<file path="src/rtl/mem_port_arbiter_pkg.sv">
// Shared constants for the unified memory port arbiter.
// State encoding, wait-counter sizing and the DMA word stride.
package mem_port_arbiter_pkg;

   localparam logic [1:0] ST_IDLE  = 2'd0;
   localparam logic [1:0] ST_BURST = 2'd1;
   localparam logic [1:0] ST_DONE  = 2'd2;

   localparam int WAIT_W       = 4;
   localparam int MAX_WAIT_DEF = 4;
   localparam int WORD_STRIDE  = 4;

   // Saturating increment used by both starvation counters.
   function automatic logic [WAIT_W-1:0] sat_inc(
      input logic [WAIT_W-1:0] v,
      input logic [WAIT_W-1:0] lim
   );
      return (v >= lim) ? v : v + WAIT_W'(1);
   endfunction

endpackage

</file>
<file path="src/rtl/mem_port_arbiter_burst_ctr.sv">
// DMA burst address/remaining-length counters.
// Word-aligns the start address and flags the final beat.
module dma_burst_ctr
   import mem_port_arbiter_pkg::*;
#(
   parameter int AW    = 32,
   parameter int LEN_W = 8
) (
   input  logic             clk,
   input  logic             reset,
   input  logic             load_i,
   input  logic             step_i,
   input  logic [AW-1:0]    adr_i,
   input  logic [LEN_W-1:0] len_i,
   output logic [AW-1:0]    addr_o,
   output logic [LEN_W-1:0] rem_o,
   output logic             last_o
);

   logic [AW-1:0]    addr_q, addr_d;
   logic [LEN_W-1:0] rem_q, rem_d;

   always_comb begin
      addr_d = addr_q;
      rem_d  = rem_q;
      if (load_i) begin
         addr_d = {adr_i[AW-1:2], 2'b00};
         rem_d  = len_i;
      end else if (step_i) begin
         addr_d = addr_q + AW'(WORD_STRIDE);
         rem_d  = rem_q - LEN_W'(1);
      end
   end

   always_ff @(posedge clk) begin
      if (reset) begin
         addr_q <= '0;
         rem_q  <= '0;
      end else begin
         addr_q <= addr_d;
         rem_q  <= rem_d;
      end
   end

   assign addr_o = addr_q;
   assign rem_o  = rem_q;
   assign last_o = (rem_q == LEN_W'(1));

endmodule

</file>
<file path="src/rtl/mem_port_arbiter.sv">
// Shares one memory port between the core and a DMA burst engine.
// Both sides get bounded waits; every grant completes in its own cycle.
module mem_port_arbiter
   import mem_port_arbiter_pkg::*;
#(
   parameter int AW       = 32,
   parameter int DW       = 32,
   parameter int LEN_W    = 8,
   parameter int MAX_WAIT = MAX_WAIT_DEF
) (
   input  logic             clk,
   input  logic             reset,
   input  logic             cpu_req,
   input  logic             cpu_we,
   input  logic [AW-1:0]    cpu_adr,
   input  logic [DW-1:0]    cpu_wd,
   output logic             cpu_gnt,
   output logic [DW-1:0]    cpu_rd,
   input  logic             dma_req,
   input  logic             dma_we,
   input  logic [AW-1:0]    dma_adr,
   input  logic [LEN_W-1:0] dma_len,
   input  logic [DW-1:0]    dma_wd,
   output logic             dma_beat,
   output logic [DW-1:0]    dma_rd,
   output logic             dma_done,
   output logic             dma_busy,
   output logic             mem_we,
   output logic [AW-1:0]    mem_adr,
   output logic [DW-1:0]    mem_wd,
   input  logic [DW-1:0]    mem_rd
);

   localparam logic [WAIT_W-1:0] MAX_W = WAIT_W'(MAX_WAIT);

   logic [1:0]        st_q, st_d;
   logic [WAIT_W-1:0] cpu_wait_q, cpu_wait_d;
   logic [WAIT_W-1:0] dma_wait_q, dma_wait_d;
   logic              we_q, we_d;

   logic [AW-1:0]     addr_cnt;
   logic [LEN_W-1:0]  rem_cnt;
   logic              last_beat;

   logic              gnt, beat, start, done, busy;
   logic              idle_cpu, idle_dma, cpu_force;

   dma_burst_ctr #(
      .AW    (AW),
      .LEN_W (LEN_W)
   ) u_ctr (
      .clk    (clk),
      .reset  (reset),
      .load_i (start),
      .step_i (beat),
      .adr_i  (dma_adr),
      .len_i  (dma_len),
      .addr_o (addr_cnt),
      .rem_o  (rem_cnt),
      .last_o (last_beat)
   );

   always_ff @(posedge clk) begin
      if (reset) begin
         st_q       <= ST_IDLE;
         cpu_wait_q <= '0;
         dma_wait_q <= '0;
         we_q       <= 1'b0;
      end else begin
         st_q       <= st_d;
         cpu_wait_q <= cpu_wait_d;
         dma_wait_q <= dma_wait_d;
         we_q       <= we_d;
      end
   end

   assign idle_cpu  = cpu_req &
                      (~dma_req | (dma_wait_q < MAX_W));
   assign idle_dma  = dma_req &
                      (~cpu_req | (dma_wait_q == MAX_W));
   assign cpu_force = cpu_req & (cpu_wait_q == MAX_W);

   // Outputs are forced quiet while reset is held so an aborted
   // burst cannot issue one more write in the reset cycle.
   always_comb begin
      gnt   = 1'b0;
      beat  = 1'b0;
      start = 1'b0;
      done  = 1'b0;
      busy  = 1'b0;
      if (!reset) begin
         unique case (1'b1)
            (st_q == ST_IDLE): begin
               gnt   = idle_cpu;
               start = idle_dma;
            end
            (st_q == ST_BURST): begin
               busy = 1'b1;
               gnt  = cpu_force;
               beat = ~cpu_force;
            end
            (st_q == ST_DONE): begin
               busy = 1'b1;
               done = 1'b1;
               gnt  = cpu_req;
            end
            default: ;
         endcase
      end
   end

   always_comb begin
      st_d = st_q;
      unique case (1'b1)
         (st_q == ST_IDLE):
            if (start)
               st_d = (dma_len == '0) ? ST_DONE : ST_BURST;
         (st_q == ST_BURST):
            if (beat && last_beat)
               st_d = ST_DONE;
         (st_q == ST_DONE):
            st_d = ST_IDLE;
         default:
            st_d = ST_IDLE;
      endcase
   end

   always_comb begin
      dma_wait_d = dma_wait_q;
      if (start)
         dma_wait_d = '0;
      else if (st_q == ST_IDLE && dma_req && gnt)
         dma_wait_d = sat_inc(dma_wait_q, MAX_W);

      cpu_wait_d = '0;
      if (st_q == ST_BURST && !gnt && cpu_req)
         cpu_wait_d = sat_inc(cpu_wait_q, MAX_W);

      we_d = start ? dma_we : we_q;
   end

   assign mem_we  = beat ? we_q : (gnt & cpu_we);
   assign mem_adr = beat ? addr_cnt : cpu_adr;
   assign mem_wd  = beat ? dma_wd : cpu_wd;

   assign cpu_gnt  = gnt;
   assign dma_beat = beat;
   assign dma_done = done;
   assign dma_busy = busy;
   assign cpu_rd   = mem_rd;
   assign dma_rd   = mem_rd;

endmodule
</file>
<file path="config.mk">
export PLATFORM = sky130hd
export DESIGN_NAME = mem_port_arbiter
export DESIGN_NICKNAME = d
export VERILOG_FILES = /design/src/rtl/mem_port_arbiter_pkg.sv /design/src/rtl/mem_port_arbiter_burst_ctr.sv /design/src/rtl/mem_port_arbiter.sv
export SDC_FILE = /design/constraint.sdc
export NUM_CORES = 1
export LEC_CHECK = 0
export ABC_AREA = 1
export CAP_MARGIN = 15
export CORE_AREA = 2 2 118 120
export CTS_CLUSTER_SIZE = 20
export DETAILED_ROUTE_END_ITERATION = 7
export DIE_AREA = 0 0 120 122
export GPL_TIMING_DRIVEN = 0
export PLACE_DENSITY = 0.77
export SLEW_MARGIN = 20
export SYNTH_ARGS = -nofsm -noshare
export SYNTH_HDL_FRONTEND = slang
export SYNTH_HIERARCHICAL = 1
export SYNTH_SLANG_ARGS = --single-unit
</file>
<file path="constraint.sdc">
create_clock -name clk -period 2.87 [get_ports clk]
set_input_delay 0.7175 -clock clk [delete_from_list [all_inputs] [get_ports clk]]
set_output_delay 0.7175 -clock clk [all_outputs]
set_load 0.01 [all_outputs]
</file>
==> results_tabular.tex, run 1 <==
\begin{tabular}{lr}
\hline
Metric & Value \\
\hline
\multicolumn{2}{l}{\textbf{Timing}} \\
Period minus WS final & 2.77 ns \\
Max-slew violation total from the final report & 0 \\
Final cycle utilization of the critical path & 0.965 \\
Clock Skews & 0.00874 ns \\
Pin slew with the least headroom to its limit & 0.595 ns \\
Total Neg Setup Slack & 0 ns \\
Fmax & 0.361 GHz \\
Fin Hold WS & 0.479 ns \\
Endpoints failing hold & 0 \\
Slew Limit Headroom & 0.603 \\
Number of endpoints failing setup at the final stage & 0 \\
\multicolumn{2}{l}{\textbf{Worst setup path}} \\
CP top delay family & buffers and inverters \\
Kind of critical path & input port to primary output \\
Worst-path cell with the longest stage delay & dlygate4sd2\_1 \\
Most common cell type on the critical path & nand2\_1 \\
Crit path buffers/inverters & 6 \\
Kind of end point of the critical path & primary output \\
Critical path fanouts, max & 10 \\
Worst path cell trace & clkdlybuf4s15\_2 -> nand2\_1 -> inv\_2 -> nand2\_1 -> nand2\_4 -> inv\_4 -> buf\_12 -> buf\_8 -> nand2\_1 -> nand2\_1 -> dlygate4sd2\_1 \\
Worst stage delay on the critical path & 0.28 ns \\
Kind of start point of the critical path & input port \\
Crit path arrival time & 2.05 ns \\
Required arrival time at the worst endpoint & 2.15 ns \\
\multicolumn{2}{l}{\textbf{Clocking}} \\
Clock transition time at the flip-flop clock pins of the worst setup and hold paths & 0.06 ns \\
Source-to-sink clock delay at the later pin of the worst-skew pair & 0.29 ns \\
CTS H-tree depth & 2 \\
Clock root buffer & clkbuf\_16 \\
Clock tree buffer depth & 2 \\
TritonCTS clock tree & built \\
TritonCTS buffer count & 5 \\
Hold buffer count at cts & 0 \\
Total clock sinks & 49 \\
\multicolumn{2}{l}{\textbf{Pwr}} \\
Peak supply drop & 0.000394 V \\
Leakage power figure & 3.50 nW \\
Power density cells & 431 nW/um\^{}2 \\
Power Total & 3.31 mW \\
\multicolumn{2}{l}{\textbf{Final layout}} \\
Final core utilization & 0.568 \\
Number of nets in the final layout & 1,244 \\
Proportion of layout cells with a drive suffix above 1 & 0.123 \\
Number of fill cells in the layout & 1,339 \\
Antenna diodes & 0 \\
Relative area change from synthesis to final layout & 69.7\% \\
\multicolumn{2}{l}{\textbf{Global route}} \\
Total global routing track utilization & 0.224 \\
Pin count of the biggest net entering global routing & 17 \\
Number of antenna violations at the first check in global routing & 0 \\
Wire length of the first global-routing pass & 26,400 um \\
Vias in the first global route & 5,257 \\
Remaining Overflow, GRT & 0 \\
\multicolumn{2}{l}{\textbf{Yosys}} \\
Number of enable-type register cells in the synthesized netlist & 0 \\
Top post-synthesis cells by area & nand2\_1 27\%, dfxtp\_1 22\%, buf\_4 12\% \\
Distinct cell type count after synthesis & 33 \\
Post-synth ARST share & 0 \\
Most used flip-flop cell after synthesis & dfxtp\_1 \\
Synthesized cell area & 4520 sq um \\
Library cell occupying the most area in the post-synthesis netlist & nand2\_1 \\
Sequential share of the synthesized area & 0.217 \\
Number of warnings reported in the yosys synthesis log & 6 \\
Syn avg cell area & 5.81 sq um \\
Gate count after technology mapping & 777 \\
Portion of synthesized cell area occupied by the leading cell type & 0.272 \\
Post-synthesis sequential element count & 49 \\
\multicolumn{2}{l}{\textbf{Place}} \\
Input/output buffers & 272 \\
Routability cong. & 0.923 \\
Detailed Place HPWL & 14,000 um \\
\multicolumn{2}{l}{\textbf{Die}} \\
Die extent in y & 122 um \\
Die Footprint & 14,600 sq um \\
\# rows & 43 \\
Initial core utilization & 0.334 \\
Core Box Area & 13,500 sq um \\
Ports & 307 \\
Die W & 120 um \\
\multicolumn{2}{l}{\textbf{Drt}} \\
Per-cell via count in the routed design & 4.59 \\
Initial DRT Pass Iterations & 5 \\
DR WL/cell & 13.8 um \\
Number of DRC violations after detailed routing & 0 \\
Total wirelength of the detailed-routed design & 17,100 um \\
Antenna-violating nets left & 0 \\
Drt initial violations & 282 \\
Routed vias & 5,687 \\
\multicolumn{2}{l}{\textbf{Flow run}} \\
\# Max-Cap Violations & 0 \\
\multicolumn{2}{l}{\textbf{Min path}} \\
Hold crit path type & flop to flop \\
\multicolumn{2}{l}{\textbf{Run status}} \\
Outcome & finished clean \\
\hline
\end{tabular}
==> power breakdown <==
group | switching, mW | internal (mW) | total, mW
Clock | 0.264 | 0.435 | 0.699
Sequential | 0.0884 | 0.757 | 0.845
Combinational | 0.899 | 0.862 | 1.76
==> synthesized netlist by cell type (2+ instances only) <==
library cell,n
a31oi_1,5
a21oi_1,31
xnor2_1,3
a21oi_2,2
xor2_1,6
nor2_2,9
dfxtp_1,49
nor2_4,3
buf_4,71
a22oi_1,23
inv_2,3
inv_1,62
ha_1,11
buf_2,8
clkbuf_1,7
buf_6,7
nor2_1,62
nand3_1,46
and2_1,2
nor3_1,6
or2_2,3
nand2_1,327
nand2_2,4
o21ai_0,16
nand4_1,3
==> final timing paths <==
path	startpoint	to	slack, ns	cells after the start
worst max-delay path	cpu_req	mem_adr[12]	0.1	11
worst min-delay path	we_q$_SDFFE_PP0P_	we_q$_SDFFE_PP0P_	0.48	2
worst max register to register	st_q[1]$_SDFFE_PP0P_	u_ctr/addr_o[2]$_SDFFE_PP0P_	0.59	12
worst min register to register	we_q$_SDFFE_PP0P_	we_q$_SDFFE_PP0P_	0.48	2
==> logic make-up (layout without fill, tap and decap cells) <==
kind of cell | Yosys count | after routing | share of synthesized area
AOI/OAI and AO/OA | 81 | 81 | 0.108
xor gates and xnor gates | 9 | 9 | 0.0175
adders and majority gates | 11 | 11 | 0.0305
buffers and inverters | 159 | 441 | 0.205
DFF | 49 | 49 | 0.217
other | 1 | 2 | 0.000830
and+or+nand+nor | 467 | 467 | 0.421
==> metrics by stage <==
step           setup WS [ns]  instance area [sq um]  cells
6_report              0.0997                   7660   1240
5_1_grt              -0.0115                   7660   1240
4_1_cts            0.0000495                   7640   1239
3_5_place_dp          -0.615                   7470   1230
3_3_place_gp          -0.639                   7470   1230
2_1_floorplan          0.739                   4520    778
==> registers in the layout (all words and copies together), names as in the netlist <==
register      cells
u_ctr/rem_o       8
u_ctr/addr_o     30
st_q              2
cpu_wait_q        4
dma_wait_q        4
we_q              1
==> worst reg2reg max path, cell delays in order, from the launching register on <==
cell and delay, ns:
dfxtp_1 0.33, inv_1 0.11, ha_1 0.25, nand2_1 0.11, inv_1 0.08, nand3_1 0.09, inv_1 0.14, buf_2 0.23
clkbuf_1 0.49, nand2_1 0.12, o211ai_1 0.13, nand2_1 0.09, inv_1 0.06
==> layout make-up <==
class	count	area, sq um	area share
tap	180	225	0.0294
sequential	49	981	0.128
clock inverter	2	37.5	0.00490
inverter	65	246	0.0322
timing repair buffer	274	2670	0.349
multi-input combinational	570	2630	0.344
clock buffer	6	139	0.0181
buffer	94	729	0.0952
==> timing repair <==
item                       CTS  global route
pin swaps                    2             1
hold endpoints to repair     0             0
resized for setup           81            23
buffers inserted             1             1
setup endpoints to repair   67            43
==> layer usage <==
layer	up-vias	part of all wire	GRT usage
met4	0	0.012	0.0360
met1	2526	0.42	0.283
li1	2936	-	-
met3	14	0.074	0.0370
met5	-	0	0
met2	211	0.49	0.406
==> placed cells by master, fill, tap and decap left out, types with 2 or more instances in the layout <==
cell,Yosys,final
nor2_1,62,62
buf_2,8,5
buf_4,71,72
dlymetal6s2s_1,0,7
dlygate4sd2_1,0,52
nand3_1,46,45
inv_1,62,62
nor2_4,3,4
nand2_1,327,326
o21ai_0,16,16
xnor2_1,3,3
conb_1,1,2
inv_2,3,2
and2_1,2,2
nand2_2,4,4
ha_1,11,10
xor2_1,6,6
nor3_1,6,6
a21oi_1,31,31
clkbuf_1,7,7
a22oi_1,23,23
buf_12,0,2
or2_2,3,3
clkbuf_16,0,5
clkbuf_2,0,4
dfxtp_1,49,49
nor2_2,9,8
a21oi_2,2,2
clkdlybuf4s15_1,0,4
clkdlybuf4s15_2,0,2
clkdlybuf4s50_1,0,203
buf_8,0,2
nand4_1,3,3
buf_6,7,7
a31oi_1,5,5
Note: power is estimated with default switching activity, not from simulation.
==> run 2: changes to the inputs <==
--- a/config.mk
+++ b/config.mk
@@ -12,7 +12,7 @@
 export DETAILED_ROUTE_END_ITERATION = 7
 export DIE_AREA = 0 0 120 122
 export GPL_TIMING_DRIVEN = 0
-export PLACE_DENSITY = 0.77
+export PLACE_DENSITY = 0.87
 export SLEW_MARGIN = 20
 export SYNTH_ARGS = -nofsm -noshare
 export SYNTH_HDL_FRONTEND = slang
==> run 2 against run 1 <==
Against the previous run: clock skew increased by 0.0025 ns; fmax decreased by 0.62%; core utilization decreased by 0.20 points; largest power group unchanged; worst setup slack got worse by 0.017 ns; cell area decreased by 0.36%; sequential power increased by 0.5%; clock power decreased by 14%; sequential cell count unchanged; sequential share of layout area about the same; combinational power about the same.
==> results_tabular.tex, run 2 (synthesis results as in run 1) <==
\begin{tabular}{lr}
\hline
Metric & Value \\
\hline
\multicolumn{2}{l}{\textbf{Run status}} \\
Outcome & finished clean \\
\multicolumn{2}{l}{\textbf{Worst setup path}} \\
Kind of start point of the critical path & input port \\
Crit path arrival time & 2.07 ns \\
Critical path fanouts, max & 10 \\
Kind of critical path & input port to primary output \\
Required arrival time at the worst endpoint & 2.15 ns \\
Kind of end point of the critical path & primary output \\
\multicolumn{2}{l}{\textbf{Clocking}} \\
Source-to-sink clock delay at the later pin of the worst-skew pair & 0.29 ns \\
Clock root buffer & clkbuf\_16 \\
Clock transition time at the flip-flop clock pins of the worst setup and hold paths & 0.06 ns \\
TritonCTS buffer count & 5 \\
CTS H-tree depth & 2 \\
Total clock sinks & 49 \\
Clock tree buffer depth & 2 \\
TritonCTS clock tree & built \\
\multicolumn{2}{l}{\textbf{Die}} \\
Core Box Area & 13,500 sq um \\
Die Footprint & 14,600 sq um \\
Initial core utilization & 0.334 \\
Ports & 307 \\
Die extent in y & 122 um \\
Die W & 120 um \\
\# rows & 43 \\
\multicolumn{2}{l}{\textbf{Timing}} \\
Pin slew with the least headroom to its limit & 0.590 ns \\
Endpoints failing hold & 0 \\
Fmax & 0.359 GHz \\
Number of endpoints failing setup at the final stage & 0 \\
Fin Hold WS & 0.477 ns \\
Max-slew violation total from the final report & 0 \\
PnR worst setup slack & 0.0825 ns \\
RSZ-0062 raised after global routing & false \\
Final cycle utilization of the critical path & 0.971 \\
Clock Skews & 0.0113 ns \\
Period minus WS final & 2.79 ns \\
Slew Limit Headroom & 0.607 \\
\multicolumn{2}{l}{\textbf{Min path}} \\
Hold crit path type & flop to flop \\
\multicolumn{2}{l}{\textbf{Final layout}} \\
Number of flip-flops in the largest register & 30 \\
Number of nets in the final layout & 1,246 \\
Most frequent standard cell in the layout excluding fill and tap cells & nand2\_1 \\
Relative area change from synthesis to final layout & 69.1\% \\
Commonest cells after routing, fill and taps aside & 327 x nand2\_1, 205 x clkdlybuf4s50\_1, 74 x buf\_4, 62 x nor2\_1, 61 x inv\_1 \\
Antenna diodes & 0 \\
Proportion of layout cells with a drive suffix above 1 & 0.123 \\
Summed area of non-filler cells in the final layout & 7640 sq um \\
Final core utilization & 0.566 \\
Number of fill cells in the layout & 1,343 \\
\multicolumn{2}{l}{\textbf{Drt}} \\
Routed vias & 5,729 \\
Drt initial violations & 281 \\
Number of DRC violations after detailed routing & 0 \\
Per-cell via count in the routed design & 4.61 \\
Total wirelength of the detailed-routed design & 17,200 um \\
Antenna-violating nets left & 0 \\
DR WL/cell & 13.9 um \\
Initial DRT Pass Iterations & 5 \\
\multicolumn{2}{l}{\textbf{Global route}} \\
Wire length of the first global-routing pass & 26,800 um \\
Total global routing track utilization & 0.228 \\
Remaining Overflow, GRT & 0 \\
Pin count of the biggest net entering global routing & 17 \\
Number of antenna violations at the first check in global routing & 0 \\
Vias in the first global route & 5,374 \\
\multicolumn{2}{l}{\textbf{Flow run}} \\
\# Max-Cap Violations & 0 \\
\multicolumn{2}{l}{\textbf{Pwr}} \\
Power density cells & 420 nW/um\^{}2 \\
Leakage power figure & 3.44 nW \\
Peak supply drop & 0.000305 V \\
\multicolumn{2}{l}{\textbf{Place}} \\
Detailed Place HPWL & 14,100 um \\
Dpl ws & -0.640 ns \\
Input/output buffers & 272 \\
Routability cong. & 0.942 \\
Placed standard-cell area & 7470 sq um \\
\hline
\end{tabular}
-- run 2: cell count changes in the layout (fill, tap and decap cells not counted), moves of 2 or more --
cell             before  now
buf_4                72   74
clkdlybuf4s50_1     203  205
clkdlybuf4s15_1       4    6
dlymetal6s2s_1        7    3
clkbuf_2              4    2
-- run 2: worst max-delay path, cell delays in order --
cell and delay [ns]:
clkdlybuf4s15_2 0.23, nand2_1 0.07, inv_2 0.05, nand2_1 0.08, nand2_4 0.13, buf_6 0.15, nand2_1 0.05, nand2_1 0.06
clkdlybuf4s50_1 0.54
-- run 2: power breakdown --
group	total, mW	switching (mW)	internal, mW
logic	1.76	0.895	0.866
registers	0.849	0.0920	0.757
clock network	0.601	0.276	0.325
total	3.21	1.26	1.95
-- run 2: area by class of cell --
class	instances	area, sq um	area share
Timing Repair Buffer	277	2690	0.353
Multi-Input combinational cell	570	2630	0.345
Sequential cell	49	981	0.128
Buffer	93	714	0.0935
Inverter	65	246	0.0323
Tap cell	180	225	0.0295
Clock buffer	5	125	0.0164
Clock inverter	3	21.3	0.00279
-- run 2: metal layers --
metal	vias to the layer above	wire [um]	track usage
met3	20	1380	0.0478
met4	0	229	0.0478
met5	-	0	0
met2	211	8750	0.429
li1	2936	-	-
met1	2562	6860	0.264
-- run 2: through the flow --
| step | TNS (ns) | power [mW] | instances |
|---|---|---|---|
| floorplan | 0 | 1.78 | 778 |
| global placement | -32.79 | 2.64 | 1230 |
| detailed placement | -33.94 | 2.67 | 1230 |
| CTS | -0.113 | 3.21 | 1241 |
| global route | 0 | 3.45 | 1242 |
| finish | 0 | 3.21 | 1242 |
-- run 2: final timing paths --
path | cells past startpoint | to | startpoint | slack, ns
min | 2 | cpu_wait_q[3]$_SDFFE_PP0N_ | cpu_wait_q[3]$_SDFFE_PP0N_ | 0.48
min reg2reg | 2 | cpu_wait_q[3]$_SDFFE_PP0N_ | cpu_wait_q[3]$_SDFFE_PP0N_ | 0.48
max reg2reg | 10 | u_ctr/rem_o[6]$_SDFFE_PP0P_ | st_q[0]$_SDFFE_PP0P_ | 0.64
max | 9 | mem_adr[1] | cpu_req | 0.08
-- run 2: what timing repair did --
action                     in CTS  in global routing
gates resized for setup        82                 19
pin swaps                       1                  2
buffers inserted                4                  1
hold buffers                    0                  0
setup endpoints to repair      67                 54
